$ cat src/rtl/sipo_deser_pkg.sv
// Shared constants and helpers for the SIPO deserializer.
package sipo_pkg;
  localparam int WIDTH_DEF   = 4;
  localparam bit MSB_FIRST_C = 1'b1;
  localparam bit LSB_FIRST_C = 1'b0;

  // Bit-counter width for a given word size.
  function automatic int cnt_w(input int width);
    return $clog2(width);
  endfunction
endpackage

$ cat src/rtl/sipo_deser_if.sv
// Serial input / parallel output bundle of the deserializer.
interface sipo_deser_if #(parameter int WIDTH = sipo_pkg::WIDTH_DEF);
  logic             sin;
  logic             sin_en;
  logic             sin_start;
  logic [WIDTH-1:0] pout;
  logic             pout_valid;
  logic             pout_ready;
  logic             overrun;
  logic             frame_err;
  logic             err_clr;

  modport master (
    output sin, sin_en, sin_start, pout_ready, err_clr,
    input  pout, pout_valid, overrun, frame_err
  );

  modport slave (
    input  sin, sin_en, sin_start, pout_ready, err_clr,
    output pout, pout_valid, overrun, frame_err
  );
endinterface

$ cat src/rtl/sipo_deser_hold_reg.sv
// Output holding register: one word of slack, valid/ready handshake, overrun flag.
module sipo_hold_reg
  import sipo_pkg::*;
#(
  parameter int WIDTH = WIDTH_DEF
) (
  input  logic             clk,
  input  logic             rst,
  input  logic [WIDTH-1:0] word,
  input  logic             word_done,
  input  logic             pout_ready,
  input  logic             err_clr,
  output logic [WIDTH-1:0] pout,
  output logic             pout_valid,
  output logic             overrun
);
  logic accept;
  logic drop;

  // A new word can land when the register is empty or being drained this edge.
  assign accept = word_done && (!pout_valid || pout_ready);
  assign drop   = word_done && pout_valid && !pout_ready;

  // Holding register and valid flag; pout keeps its last value after a drain.
  always_ff @(posedge clk) begin
    if (rst) begin
      pout       <= '0;
      pout_valid <= 1'b0;
    end else if (accept) begin
      pout       <= word;
      pout_valid <= 1'b1;
    end else if (pout_valid && pout_ready) begin
      pout_valid <= 1'b0;
    end
  end

  // Sticky overrun; a set on the same edge as a clear wins.
  always_ff @(posedge clk) begin
    if (rst)           overrun <= 1'b0;
    else if (drop)     overrun <= 1'b1;
    else if (err_clr)  overrun <= 1'b0;
  end
endmodule

$ cat src/rtl/sipo_deser.sv
// Serial-in parallel-out deserializer: shift register, bit counter, framing check.
module sipo_deser
  import sipo_pkg::*;
#(
  parameter int WIDTH     = WIDTH_DEF,
  parameter bit MSB_FIRST = MSB_FIRST_C
) (
  input  logic         clk,
  input  logic         rst,
  sipo_deser_if.slave  sif
);
  localparam int CW = cnt_w(WIDTH);
  localparam logic [CW-1:0] CNT_LAST = CW'(WIDTH - 1);

  logic [WIDTH-1:0] sreg;
  logic [WIDTH-1:0] shifted;
  logic [CW-1:0]    cnt;
  logic [CW-1:0]    cnt_nxt;
  logic             start;
  logic             word_done;
  logic             short_frame;

  // Bit order is fixed at elaboration time.
  generate
    if (MSB_FIRST == MSB_FIRST_C) begin : g_msb
      assign shifted = {sreg[WIDTH-2:0], sif.sin};
    end else begin : g_lsb
      assign shifted = {sif.sin, sreg[WIDTH-1:1]};
    end
  endgenerate

  assign start       = sif.sin_en && sif.sin_start;
  assign short_frame = start && (cnt != '0);
  // A start bit is always bit 0, so it can never complete a word (WIDTH >= 2).
  assign word_done   = sif.sin_en && !sif.sin_start && (cnt == CNT_LAST);

  // Next bit count: start bit counts as bit 0, completion wraps to zero.
  always_comb begin
    cnt_nxt = cnt;
    if (start)          cnt_nxt = CW'(1);
    else if (word_done) cnt_nxt = '0;
    else if (sif.sin_en) cnt_nxt = cnt + CW'(1);
  end

  // Shift register and bit counter; stale bits from an aborted word shift out.
  always_ff @(posedge clk) begin
    if (rst) begin
      sreg <= '0;
      cnt  <= '0;
    end else if (sif.sin_en) begin
      sreg <= shifted;
      cnt  <= cnt_nxt;
    end
  end

  // Sticky framing error; a set on the same edge as a clear wins.
  always_ff @(posedge clk) begin
    if (rst)              sif.frame_err <= 1'b0;
    else if (short_frame) sif.frame_err <= 1'b1;
    else if (sif.err_clr) sif.frame_err <= 1'b0;
  end

  sipo_hold_reg #(.WIDTH(WIDTH)) u_hold (
    .clk        (clk),
    .rst        (rst),
    .word       (shifted),
    .word_done  (word_done),
    .pout_ready (sif.pout_ready),
    .err_clr    (sif.err_clr),
    .pout       (sif.pout),
    .pout_valid (sif.pout_valid),
    .overrun    (sif.overrun)
  );
endmodule

$ cat src/flat_wrapper.sv
// flat-port wrapper written by rule: the top's interface ports become plain ports
module sipo_deser_flat import sipo_pkg::*;
#(
  parameter int WIDTH     = WIDTH_DEF,
  parameter bit MSB_FIRST = MSB_FIRST_C
)
  (clk, rst, sif_sin, sif_sin_en, sif_sin_start, sif_pout_ready, sif_err_clr, sif_pout, sif_pout_valid, sif_overrun, sif_frame_err);
  sipo_deser_if #(.WIDTH(WIDTH)) sif_i ();
  input  logic clk;
  input  logic rst;
  input wire logic [$bits(sif_i.sin)-1:0] sif_sin;
  input wire logic [$bits(sif_i.sin_en)-1:0] sif_sin_en;
  input wire logic [$bits(sif_i.sin_start)-1:0] sif_sin_start;
  input wire logic [$bits(sif_i.pout_ready)-1:0] sif_pout_ready;
  input wire logic [$bits(sif_i.err_clr)-1:0] sif_err_clr;
  output wire logic [$bits(sif_i.pout)-1:0] sif_pout;
  output wire logic [$bits(sif_i.pout_valid)-1:0] sif_pout_valid;
  output wire logic [$bits(sif_i.overrun)-1:0] sif_overrun;
  output wire logic [$bits(sif_i.frame_err)-1:0] sif_frame_err;
  assign sif_i.sin = sif_sin;
  assign sif_i.sin_en = sif_sin_en;
  assign sif_i.sin_start = sif_sin_start;
  assign sif_i.pout_ready = sif_pout_ready;
  assign sif_i.err_clr = sif_err_clr;
  assign sif_pout = sif_i.pout;
  assign sif_pout_valid = sif_i.pout_valid;
  assign sif_overrun = sif_i.overrun;
  assign sif_frame_err = sif_i.frame_err;
  sipo_deser #(.WIDTH(WIDTH), .MSB_FIRST(MSB_FIRST)) u_core (.clk(clk), .rst(rst), .sif(sif_i));
endmodule
$ cat config.mk
export PLATFORM = sky130hd
export DESIGN_NAME = sipo_deser_flat
export DESIGN_NICKNAME = d
export VERILOG_FILES = /design/src/rtl/sipo_deser_pkg.sv /design/src/rtl/sipo_deser_if.sv /design/src/rtl/sipo_deser_hold_reg.sv /design/src/rtl/sipo_deser.sv /design/src/flat_wrapper.sv
export SDC_FILE = /design/constraint.sdc
export NUM_CORES = 1
export LEC_CHECK = 0
export BUFFER_PORTS_ARGS = -buffer_cell sky130_fd_sc_hd__buf_2
export CAP_MARGIN = 20
export CORE_MARGIN = 5
export CORE_UTILIZATION = 27
export DETAILED_ROUTE_END_ITERATION = 7
export PLACE_DENSITY = 0.56
export SYNTH_ARGS = -nofsm -noshare
export SYNTH_HDL_FRONTEND = slang
export SYNTH_HIERARCHICAL = 1
export SYNTH_SLANG_ARGS = --single-unit
$ cat constraint.sdc
create_clock -name clk -period 1.5 [get_ports clk]
set_input_delay 0.3 -clock clk [delete_from_list [all_inputs] [get_ports clk]]
set_output_delay 0.3 -clock clk [all_outputs]
set_load 0.01 [all_outputs]
==> results of run 1 <==
## path summary, 6_finish.rpt
| kind | from | end | slack [ns] |
|---|---|---|---|
| worst min-delay path | sif_sin | u_core/sreg[0] | 0.29 |
| worst min register to register | u_core/sif.frame_err | u_core/sif.frame_err | 0.47 |
| worst max-delay path | u_core/cnt[0] | u_core/u_hold/pout[3] | 0.17 |
| worst max register to register | u_core/cnt[0] | u_core/u_hold/pout[3] | 0.17 |
## state kept, by name (all words and copies together) (netlist names)
signal	count
u_core/cnt	2
u_core/sreg	3
u_core/u_hold/overrun	1
u_core/u_hold/pout_valid	1
u_core/sif.frame_err	1
u_core/u_hold/pout	4
## cell families (layout without fill, tap and decap cells)
logic type,count (synthesis),after routing
AOI/OAI and AO/OA,5,5
adders and majority gates,2,2
buffers and inverters,5,19
DFF,12,12
muxes,7,7
and+or+nand+nor,23,23
## critical path, stage by stage, from the launching register on
cell     delay, ns
dfxtp_1       0.38
ha_1          0.18
and3b_1       0.19
nor2b_2       0.29
mux2i_1       0.22
## synth_stat cells
cell       n
a21oi_1    3
a211oi_2   1
nand2b_1  10
o21ba_1    1
clkbuf_1   1
dfxtp_1   12
nor2b_4    1
nor2b_2    1
ha_1       2
buf_6      2
inv_1      2
nor2_1     7
nand3b_1   2
and3b_1    1
mux2i_1    7
nor2b_1    1
## cell usage in the layout (no fill, tap or decap)
cell type,instances
buf_2,13
dfxtp_1,12
nand2b_1,10
mux2i_1,7
nor2_1,7
clkbuf_4,3
a21oi_1,3
inv_1,2
nand3b_1,2
ha_1,2
clkbuf_8,1
and3b_1,1
o21ba_1,1
a211oi_2,1
nor2b_4,1
nor2b_2,1
nor2b_1,1
## power by group through the flow
stage / logic [mW] / registers (mW) / clock network [mW]
floorplan: 0.0315 / 0.338 / 0
global placement: 0.0459 / 0.338 / 0
detailed placement: 0.0466 / 0.339 / 0
CTS: 0.0469 / 0.331 / 0.277
global route: 0.0525 / 0.333 / 0.290
finish: 0.0464 / 0.331 / 0.259
## per-layer routing
layer	vias to the layer above	global-route usage	part of all wire
met4	0	0.0850	0.023
met3	2	0.0268	0.055
met1	155	0.0921	0.48
met2	7	0.0906	0.44
met5	-	0	0
li1	204	-	-
## layout make-up
class                      instances  area (sq um)  area share
timing repair buffer              13          65.1      0.0990
inverter                           2          7.51      0.0114
clock buffer                       4          36.3      0.0552
sequential                        12           240       0.366
tap                               27          33.8      0.0514
multi-input combinational         37           274       0.417
## per-stage QoR
| stage | power, mW | setup slack (ns) | utilization |
|---|---|---|---|
| detailed placement | 0.385 | 0.185 | 0.320 |
| global placement | 0.384 | 0.200 | 0.320 |
| CTS | 0.655 | 0.169 | 0.338 |
| finish | 0.637 | 0.168 | 0.338 |
| global route | 0.675 | 0.0751 | 0.338 |
| floorplan | 0.370 | 0.334 | - |
==> metrics.md, run 1 <==
| Metric | Value |
|---|---|
| Status | `complete, no violations` |
| Worst-margin pin slew | `0.268 ns` |
| Largest family of logic cells by synthesized area | `simple AND/OR/NAND/NOR gates` |
| Layout cell share with drive strength beyond 1 | `0.294` |
| Syn_nets | `63` |
| Vias in the first global route | `337` |
| Crit Path Category | `reg -> reg` |
| Cts hold-fix bufs | `0` |
| CP max FO | `4` |
| Sw power | `0.140 mW` |
| Slew HR | `0.821` |
| Final RePlAce weighted congestion | `0.652` |
| Die Wd | `55.1 um` |
| Final Hold Viols | `0` |
| Setup TNS | `0 ns` |
| Startpoint Class | `register` |
| Area contributors post-synth | `dfxtp_1, mux2i_1, nand2b_1` |
| FILL cells | `228` |
| FP Rows | `16` |
| H-tree Lvls | `1` |
| Power per Cell Area | `969 nW/um^2` |
| Initial Util | `0.282` |
| Hold WC Path Type | `in -> reg` |
| Via density | `3.87` |
| Clk sink count | `12` |
| DP Area | `621 sq um` |
| Multiplexer share of the synthesized area | `0.128` |
| Post-synthesis xor/xnor area fraction | `0` |
| RSZ-0062 raised after global routing | `false` |
| Simple-gate area share of the yosys netlist | `0.258` |
| Mapped Avg Cell Area | `10.1 sq um` |
| CTS clk-pin slew, worst paths | `0.08 ns` |
| Mapped cell area | `548 sq um` |
| Die area | `3030 sq um` |
| Die span in y | `55.1 um` |
| CTS tree | `done` |
| Number of port buffers | `13` |
| Post-Route WL | `942 um` |
| Fin cells | `95` |
| Post-synth top area cell | `dfxtp_1` |
| Max Cap Viol | `0` |
| Compound-Gate Fraction of Synth Area | `0.0685` |
| Worst Setup End Kind | `register` |
| CTS max path bufs | `2` |
| Router iterations before antenna repair | `2` |
| CP Data Arrival Time | `1.54 ns` |
| Clk_lat worst skew | `0.27 ns` |
| Clock share of power | `0.407` |
| Final ANT Viol Nets | `0` |
| GR Overflow Total | `0` |
| Reg2reg path depth | `4` |
| Peak supply drop | `0.000488 V` |
| # IOs | `14` |
| Hold Path Stages | `3` |
| Seq/Total Area, Yosys | `0.438` |
| Logic pwr share | `0.073` |
| Synthesized instance count | `54` |
| Yosys cell types | `16` |
| Area delta synth->final | `19.9%` |
| WL/cell | `9.92 um` |
| Setup violators final | `0` |
| Final min period | `1.33 ns` |
| Synth top area share | `0.438` |
| Leakage power | `0.286 nW` |
| Diodes inserted | `0` |
| Final cycle utilization of the critical path | `0.888` |
| Clock Skew | `0.00183 ns` |
| Int Pwr | `0.497 mW` |
| Number of CTS-inserted buffers | `3` |
| Gr usage total | `0.0747` |
| Pin count of the biggest net entering global routing | `17` |
| Post-CTS Setup Bufs | `0` |
| Post-route cell area | `657 sq um` |
| First-pass GRT wire length | `1.48 mm` |
| Nets | `78` |
| DRC | `0` |
| Post-Synth Adder-Cell Area | `0.0457` |
| Root Buffer | `clkbuf_4` |
| Max Freq | `0.751 GHz` |
| Seq pwr share | `0.520` |
| Sw Ratio | `0.220` |
| DR iter-0 viols | `1` |
| Register bit total from synthesis | `12` |
| Initial antenna violation count | `0` |
| Hold WS | `0.291 ns` |
| Via count | `368` |
| Worst Path Required | `1.70 ns` |
| Post-CTS sizing | `0` |
| Core area | `1940 sq um` |
| Yosys warns | `6` |
| Final Max Slew Viols | `0` |
| Placed insts | `91` |
(Power assumes the default switching activity.)
==> run 2: changes to the inputs <==
--- a/config.mk
+++ b/config.mk
@@ -13,2 +13,3 @@
 export PLACE_DENSITY = 0.56
+export SLEW_MARGIN = 20
 export SYNTH_ARGS = -nofsm -noshare
==> constraint.sdc (replaced) <==
create_clock -name clk -period 1.5 [get_ports clk]
set_input_delay 0.075 -clock clk [delete_from_list [all_inputs] [get_ports clk]]
set_output_delay 0.075 -clock clk [all_outputs]
set_load 0.01 [all_outputs]
==> run 2 against run 1 <==
  * Core utilization did not move
  * Sequential cell count did not move
  * Final area did not move
  * Critical path type unchanged
  * Fmax rose by 0.44%
  * Total power rose by 0.30%
  * Clock-buffer cell count did not move
  * Global-route usage rose by 0.23 points
==> metrics.md, run 2 (synthesis results as in run 1) <==
| Metric | Value |
|---|---|
| Sw power | `0.142 mW (+1.4%)` |
| Core area | `1940 sq um (unchanged)` |
| Worst Setup End Kind | `register` |
| Seq pwr share | `0.519 (about the same)` |
| Gr usage total | `0.0770 (+0.00231)` |
| CTS max path bufs | `2 (unchanged)` |
| Max Freq | `0.754 GHz (+0.44%)` |
| FP Rows | `16 (unchanged)` |
| Setup TNS | `0 ns (unchanged)` |
| CTS tree | `done` |
| Crit path buf inv count | `0 (unchanged)` |
| Pre-CTS setup slack | `0.187 ns (+0.00194 ns)` |
| Number of CTS-inserted buffers | `3 (unchanged)` |
| Largest regs | `u_core/u_hold/pout (4), u_core/sreg (3), u_core/cnt (2)` |
| Leakage power | `0.286 nW (unchanged)` |
| Cell family with most CP delay | `simple AND/OR/NAND/NOR gates` |
| Clock Skew | `0.00156 ns (-0.000265 ns)` |
| Worst path slowest cell | `dfxtp_1` |
| Critical path cell sequence | `ha_1 -> and3b_1 -> nor2b_2 -> mux2i_1` |
| Initial antenna violation count | `0 (unchanged)` |
| Post-CTS Setup Bufs | `0 (unchanged)` |
| Slew HR | `0.821 (about the same)` |
| Area delta synth->final | `19.9% (unchanged)` |
| Number of port buffers | `13 (unchanged)` |
| Post-Route WL | `968 um (+2.8%)` |
| Worst path max stage delay | `0.38 ns (about the same)` |
| Int Pwr | `0.496 mW (about the same)` |
| Worst Path Required | `1.71 ns (about the same)` |
| GR Overflow Total | `0 (unchanged)` |
| Router iterations before antenna repair | `4 (+2)` |
| Vias in the first global route | `356 (+5.6%)` |
| CTS clk-pin slew, worst paths | `0.08 ns (about the same)` |
| Final ANT Viol Nets | `0 (unchanged)` |
| CP Data Arrival Time | `1.53 ns (about the same)` |
| Clk_lat worst skew | `0.27 ns (about the same)` |
| Via density | `4.11 (+6.0%)` |
| Power per Cell Area | `972 nW/um^2 (+0.30%)` |
| RSZ-0062 raised after global routing | `false` |
| Final min period | `1.33 ns (-0.00587 ns)` |
| Die area | `3030 sq um (unchanged)` |
| First-pass GRT wire length | `1.57 mm (+6.6%)` |
| Crit Path Category | `reg -> reg` |
| # IOs | `14 (unchanged)` |
| Final Hold Viols | `0 (unchanged)` |
| WL/cell | `10.2 um (+2.8%)` |
| Hold WC Path Type | `in -> reg` |
| Clock share of power | `0.408 (about the same)` |
| Status | `complete, no violations` |
| Largest Register | `u_core/u_hold/pout` |
| Clk sink count | `12 (unchanged)` |
| Root Buffer | `clkbuf_4` |
| Final RePlAce weighted congestion | `0.627 (-3.9%)` |
| Setup violators final | `0 (unchanged)` |
| Nets | `78 (unchanged)` |
| DR iter-0 viols | `4 (+3)` |
| Final Max Slew Viols | `0 (unchanged)` |
| Layout cell share with drive strength beyond 1 | `0.294 (unchanged)` |
| Max reg flops | `4 (unchanged)` |
| Final WS setup | `0.174 ns (+0.00587 ns)` |
| Initial Util | `0.282 (unchanged)` |
| Post-DP HPWL | `722 um` |
| R2R setup slack | `0.17 ns (about the same)` |
| Most frequent cells in the layout | `buf_2, dfxtp_1, nand2b_1, mux2i_1, nor2_1` |
| Logic pwr share | `0.073 (about the same)` |
| Sw Ratio | `0.222 (+0.00244)` |
| Worst-margin pin slew | `0.267 ns (-0.000274 ns)` |
| Diodes inserted | `0 (unchanged)` |
| Final cycle utilization of the critical path | `0.884 (-0.00391)` |
| Max Cap Viol | `0 (unchanged)` |
| H-tree Lvls | `1 (unchanged)` |
| CP max FO | `4 (unchanged)` |
| Peak supply drop | `0.000438 V (-10%)` |
| Die Wd | `55.1 um (unchanged)` |
| Startpoint Class | `register` |
| Commonest non-fill, non-tap cell in the layout | `buf_2` |
| Pin count of the biggest net entering global routing | `17 (unchanged)` |
| Cts hold-fix bufs | `0 (unchanged)` |
| Via count | `390 (+6.0%)` |
| DRC | `0 (unchanged)` |
| Post-CTS sizing | `0 (unchanged)` |
| Die span in y | `55.1 um (unchanged)` |
[run 2: final timing paths]
kind | from | cells past startpoint | endpoint
setup reg to reg | u_core/cnt[0] | 4 | u_core/u_hold/pout[3]
hold reg to reg | u_core/sif.frame_err | 2 | u_core/sif.frame_err
hold / removal | sif_sin | 3 | u_core/sreg[0]
setup / recovery | u_core/cnt[0] | 4 | u_core/u_hold/pout[3]
[run 2: worst register-to-register path, delay by kind of cell (launching register included)]
family                   cells  cell delay, ns
AND/OR/NAND/NOR              2            0.48
multiplexers                 1            0.22
flip-flops                   1            0.38
adder cells (fa/ha/maj)      1            0.18
[run 2: cell type report]
type,count,area [sq um]
Fill cell,202,1280
Multi-Input combinational cell,37,274
Sequential cell,12,240
Timing Repair Buffer,13,65.1
Clock buffer,4,36.3
Tap cell,27,33.8
Inverter,2,7.51
[run 2: power groups by stage]
stage	Sequential, mW	Combinational, mW	Clock (mW)
floorplan	0.338	0.0315	0
global placement	0.338	0.0457	0
detailed placement	0.339	0.0465	0
CTS	0.331	0.0471	0.273
global route	0.332	0.0525	0.292
finish	0.331	0.0464	0.261
[run 2: stage by stage]
step	power [mW]	cells	hold WS, ns	utilization	instance area (sq um)
final	0.638	95	0.0546	0.338	657
after global routing	0.677	95	0.0745	0.338	657
after CTS	0.651	95	0.0484	0.338	657
after detailed placement	0.385	91	0.341	0.320	621
after floorplan	0.370	54	0.140	-	548
after global placement	0.384	91	0.337	0.320	621
[run 2: metal layers]
| metal | global-route usage | share of wire | up-vias |
|---|---|---|---|
| met5 | 0 | 0 | - |
| met4 | 0.0729 | 0.030 | 0 |
| met3 | 0.0268 | 0.055 | 4 |
| met2 | 0.110 | 0.45 | 10 |
| met1 | 0.0875 | 0.46 | 173 |
| li1 | - | - | 203 |
